--- src/rtl/conv_sequencer.sv ---
// Initiator side of the computation_module handshake: latches A/B, pulses send,
// holds the selected run mode until its done, captures C, and reports completion or timeout.
module conv_sequencer #(
  parameter int DW      = 8,
  parameter int TIMEOUT = 64,
  parameter int CW      = 7
) (
  input  logic             clk,
  input  logic             rst,
  input  logic             start,
  input  logic [1:0]       mode,
  input  logic [16*DW-1:0] a_in,
  input  logic [9*DW-1:0]  b_in,
  output logic             busy,
  output logic             res_valid,
  output logic [4*DW-1:0]  res,
  output logic             err,
  output logic             active_send,
  output logic             active_single,
  output logic             active_sa3,
  output logic             active_sa2,
  output logic [16*DW-1:0] a_out,
  output logic [9*DW-1:0]  b_out,
  input  logic             done_send,
  input  logic             done_single,
  input  logic             done_sa3,
  input  logic             done_sa2,
  input  logic [4*DW-1:0]  c_in
);

  localparam logic [1:0] MODE_SINGLE  = 2'd0;
  localparam logic [1:0] MODE_SA3     = 2'd1;
  localparam logic [1:0] MODE_SA2     = 2'd2;
  localparam logic [1:0] MODE_ILLEGAL = 2'd3;

  localparam logic [CW-1:0] TIMER_LIMIT = CW'(TIMEOUT);
  localparam logic [CW-1:0] TIMER_MAX   = {CW{1'b1}};

  typedef enum logic [2:0] {
    IDLE,
    SEND,
    WSEND,
    RUN,
    DONE,
    ABORT
  } state_t;

  state_t        state;
  logic [1:0]    mode_r;
  logic [CW-1:0] timer;
  logic          run_done;
  logic          timer_hit;

  // Only the done belonging to the latched mode can end a run.
  always_comb begin
    run_done = 1'b0;
    case (mode_r)
      MODE_SINGLE: run_done = done_single;
      MODE_SA3:    run_done = done_sa3;
      MODE_SA2:    run_done = done_sa2;
      default:     run_done = 1'b0;
    endcase
  end

  assign timer_hit = (timer == TIMER_LIMIT);

  always_ff @(posedge clk or negedge rst) begin
    if (!rst) begin
      state         <= IDLE;
      mode_r        <= MODE_SINGLE;
      timer         <= '0;
      busy          <= 1'b0;
      res_valid     <= 1'b0;
      res           <= '0;
      err           <= 1'b0;
      active_send   <= 1'b0;
      active_single <= 1'b0;
      active_sa3    <= 1'b0;
      active_sa2    <= 1'b0;
      a_out         <= '0;
      b_out         <= '0;
    end else begin
      res_valid   <= 1'b0;
      err         <= 1'b0;
      active_send <= 1'b0;

      case (state)
        IDLE: begin
          if (start) begin
            if (mode == MODE_ILLEGAL) begin
              err <= 1'b1;
            end else begin
              a_out       <= a_in;
              b_out       <= b_in;
              mode_r      <= mode;
              busy        <= 1'b1;
              active_send <= 1'b1;
              state       <= SEND;
            end
          end
        end

        SEND: begin
          timer <= '0;
          state <= WSEND;
        end

        WSEND: begin
          // A done arriving on the limit cycle still wins over the abort.
          if (done_send) begin
            timer         <= '0;
            active_single <= (mode_r == MODE_SINGLE);
            active_sa3    <= (mode_r == MODE_SA3);
            active_sa2    <= (mode_r == MODE_SA2);
            state         <= RUN;
          end else if (timer_hit) begin
            err   <= 1'b1;
            state <= ABORT;
          end else if (timer != TIMER_MAX) begin
            timer <= timer + CW'(1);
          end
        end

        RUN: begin
          if (run_done) begin
            res           <= c_in;
            res_valid     <= 1'b1;
            active_single <= 1'b0;
            active_sa3    <= 1'b0;
            active_sa2    <= 1'b0;
            state         <= DONE;
          end else if (timer_hit) begin
            err           <= 1'b1;
            active_single <= 1'b0;
            active_sa3    <= 1'b0;
            active_sa2    <= 1'b0;
            state         <= ABORT;
          end else if (timer != TIMER_MAX) begin
            timer <= timer + CW'(1);
          end
        end

        DONE: begin
          busy  <= 1'b0;
          state <= IDLE;
        end

        ABORT: begin
          busy  <= 1'b0;
          state <= IDLE;
        end

        default: begin
          busy  <= 1'b0;
          state <= IDLE;
        end
      endcase
    end
  end

`ifndef SYNTHESIS
  // At most one request line to the responder may be high at any time.
  a_active_onehot: assert property (@(posedge clk) disable iff (!rst)
    $onehot0({active_send, active_single, active_sa3, active_sa2}));

  a_valid_err_excl: assert property (@(posedge clk) disable iff (!rst)
    !(res_valid && err));
`endif

endmodule
--- config.mk ---
export PLATFORM = sky130hd
export DESIGN_NAME = conv_sequencer
export DESIGN_NICKNAME = d
export VERILOG_FILES = /design/src/rtl/conv_sequencer.sv
export SDC_FILE = /design/constraint.sdc
export NUM_CORES = 1
export LEC_CHECK = 0
export CORE_AREA = 2 2 188 190
export CTS_CLUSTER_DIAMETER = 120
export DETAILED_ROUTE_END_ITERATION = 6
export DIE_AREA = 0 0 190 192
export PLACE_DENSITY = 0.57
export SLEW_MARGIN = 25
export SYNTH_ARGS = -nofsm -noshare
export SYNTH_HDL_FRONTEND = slang
export SYNTH_SLANG_ARGS = --single-unit
--- constraint.sdc ---
create_clock -name clk -period 1.9 [get_ports clk]
set_input_delay 0.38 -clock clk [delete_from_list [all_inputs] [get_ports clk]]
set_output_delay 0.38 -clock clk [all_outputs]
set_load 0.02 [all_outputs]
==> results.md <==
* Logic pwr share at 0.468
* Peak supply drop at approximately 0.84 mV
* Initial core utilization at 0.287
* Top_reg_cell synth: dfrtp_1
* Mapped cell area at approximately 9800 um^2
* # IOs at 480
* Net Sw Power at between 10000 and 15000 uW
* Final setup fails at 0
* Crit-path slowest cell: dfrtp_1
* WP data required at around 2.3 ns
* #FFs+latches synth at roughly 250
* GP Congestion at a little under 0.8
* Syn Area/Cell at around 16 um^2
* Pre-CTS setup slack at -0.277 ns
* Clk pwr share at 0.197
* Drt initial violations at 160
* Worst slew pin tran at 0.402 ns
* Final WS setup at a little over 0.07 ns
* Gr usage total at 0.158
* Reg power frac at 0.335
* Crit Path Class: register to register
* Vias in the first global route at between 7000 and 8000
* CTS tree: done
* CP delay by family, top: buffers and inverters
* Sinks on the clock net at roughly 250
* Maximum operating frequency at around 550 MHz
* Async set-reset flop share out of synthesis at 1.00
* Reg-to-reg slack, setup at approximately 0.072 ns
* CP Buf/Inv Count at 2
* Max Fanout on Critical Path at 37
* Arr. time, crit path at roughly 2.3 ns
* RSZ-0062 raised after global routing: false
* Die X-Extent at between 150 and 200 um
* DR WL/cell at 18.8 um
* ANT nets after route at 0
* Syn Nets at roughly 840
* Clock Skew at 0.0246 ns
* Setup crit end kind: register
* Gr busiest metal: met2
* Max incr delay on CP at roughly 0.4 ns
* Clock root cell: clkbuf_16
* Routing usage on met2 at 0.282
* Sw Share at 0.366
* Grt ovf at 0
* Depth of the CTS H-tree at 1
* Sequential-to-total area share from yosys stat at 0.638
* Pwr dens at around 1700 nW/um^2
* Area of the multi-input gates at roughly 3400 um^2
* Fillers at around 3100
* Hpwl dp at 23000 um
* Maximum number of pins on one net before global-route repair at just over 50
* Final period util at 0.962
* Share of cells above drive strength 1 at 0.282
* Die Y at approximately 190 um
* Total Power at about 28000 uW
* Max cap viols at 0
* Pleak at between 0.007 and 0.008 uW
* Mapped Cells at 601
* GR Layer Usage met1 at 0.184
* Total core area at around 34000 um^2
* Ys Warns at 0
* Netlist cell types at 48
* Drt drc at 0
* Drt total wl at approximately 30000 um
* # port buffers at around 480
* Status: finished clean
* CTS Buf Count at 29
* 1st-pass router iterations at 4
* Initial antenna violation count at 1
* Period minus WS final at 1.83 ns
* Max-slew headroom at 0.732
* Clk pin slew, worst setup/hold paths at roughly 0.060 ns
* Row cnt at 68
* Met3 GRT Util at 0.0402
* Final hold violations at 0
* WHS at between 0.3 and 0.4 ns
* Final Core Density at 0.474
* Worst min-delay path category: input port to asynchronous set/reset pin
* Die area at roughly 36000 um^2
* Post-synth EDFFs at 0
* Via count at approximately 6900
* Via/cell ratio at 4.34
* CP cell instances: nor2_2 -> nand3b_1 -> nand2b_4 -> bufinv_16 -> buf_16 -> mux2_2
* Worst Setup Start Kind: register
* First-pass GRT wire length at about 44000 um
* Fin. max-slew vios at 0
* Reg area at between 6000 and 7000 um^2
* Pint at 17600 uW
* Clock Path Buffers at 3
* Worst-Skew Late Latency at approximately 0.56 ns
* Layout area overhead at 65.2%
* Nets at between 1000 and 1500
## cell families (layout without fill, tap and decap cells)
logic type | after synthesis | after routing | synth area share
flip-flops | 251 | 251 | 0.638
multiplexers | 238 | 238 | 0.283
AND/OR/NAND/NOR | 43 | 43 | 0.0256
buffers and inverters | 36 | 580 | 0.0239
AO/OA/AOI/OAI | 31 | 31 | 0.0261
adder cells (fa/ha/maj) | 2 | 2 | 0.00254
other | 0 | 1 | 0
## synth_stat cells, drive strengths merged (2+ instances only)
library cell    n  area share
and3            2      0.0013
buf            27       0.020
nand2b          2      0.0013
dfrtp         251        0.64
nand3           3      0.0028
a31oi           4      0.0025
ha              2      0.0025
nor2b           3      0.0019
o21ai           2      0.0010
a211o           2      0.0018
nand3b          2      0.0015
nor2            7      0.0027
o2bb2ai         4      0.0055
mux2          235        0.28
o31ai           2      0.0015
inv             9      0.0034
nand2          11      0.0042
a21oi           5      0.0025
nor3b           3      0.0023
a211oi          2      0.0015
and2            2      0.0013
mux2i           3      0.0034
## area by class of cell
class | count | share of cell area
Sequential cell | 251 | 0.386
Timing Repair Buffer | 518 | 0.310
Multi-Input combinational cell | 314 | 0.206
Clock buffer | 45 | 0.0539
Tap cell | 455 | 0.0350
Clock inverter | 8 | 0.00439
Inverter | 9 | 0.00369
Antenna cell | 1 | 0.000154
## stage by stage
step / TNS, ns / cell area, um^2 / std cells
3_3_place_gp: -51.14 / 15500 / 1545
6_report: 0 / 16300 / 1601
5_1_grt: 0 / 16300 / 1601
3_5_place_dp: -51.63 / 15500 / 1545
2_1_floorplan: 0 / 9840 / 601
4_1_cts: 0 / 16100 / 1599
## layer usage
metal  wire [um]  share of wire
met3        2150          0.071
met2       15500           0.52
met5           0              0
met1       11500           0.38
met4         893          0.030
## sequential cells by signal, summed over array words and instances (netlist names), 2 cells and up
name,flops
a_out,128
b_out,72
mode_r,2
res,32
state,3
timer,7
## power groups by stage
stage | sequential [uW] | clock [uW] | combinational (uW)
3_3_place_gp | 9410 | 0 | 14700
3_5_place_dp | 9490 | 0 | 14900
4_1_cts | 9330 | 5710 | 13200
5_1_grt | 9660 | 5900 | 13800
2_1_floorplan | 12600 | 0 | 4170
6_report | 9290 | 5470 | 13000
## worst paths after layout
kind	from	end	cells after the start
max in group asynchronous	rst	a_out[86]$_DFFE_PN0P_	3
worst min register to register	a_out[30]$_DFFE_PN0P_	a_out[30]$_DFFE_PN0P_	1
worst min-delay path	rst	b_out[9]$_DFFE_PN0P_	2
min in group clk	b_in[13]	b_out[13]$_DFFE_PN0P_	2
worst max-delay path	state[1]$_DFFE_PN0P_	a_out[15]$_DFFE_PN0P_	6
worst max register to register	state[1]$_DFFE_PN0P_	a_out[15]$_DFFE_PN0P_	6
## cells in the final DEF, fill, tap and decap left out, types with 2 or more instances in the layout
cell type,instances
a211o_1,2
a211oi_1,2
a21oi_1,5
a31oi_1,4
and2_1,2
and3_1,2
buf_12,11
buf_16,2
buf_4,24
bufinv_16,2
clkbuf_1,7
clkbuf_16,30
clkbuf_8,9
clkdlybuf4s50_1,239
clkinv_2,5
dfrtp_1,251
dlygate4sd2_1,225
dlymetal6s2s_1,14
ha_1,2
inv_1,8
mux2_1,9
mux2_2,197
mux2_4,29
mux2i_1,2
nand2_1,11
nand3_1,2
nand3b_1,2
nor2_1,6
nor2b_1,3
nor3b_1,3
o21ai_0,2
o2bb2ai_1,3
## timing repair
item | in CTS | in global routing
hold buffers | 1 | 0
gates resized for setup | 225 | 22
setup buffers | 0 | 0
hold endpoints to repair | 35 | 0
gates cloned | 0 | 1
setup endpoints to repair | 225 | 211
Power figures use the tool's default switching activity.
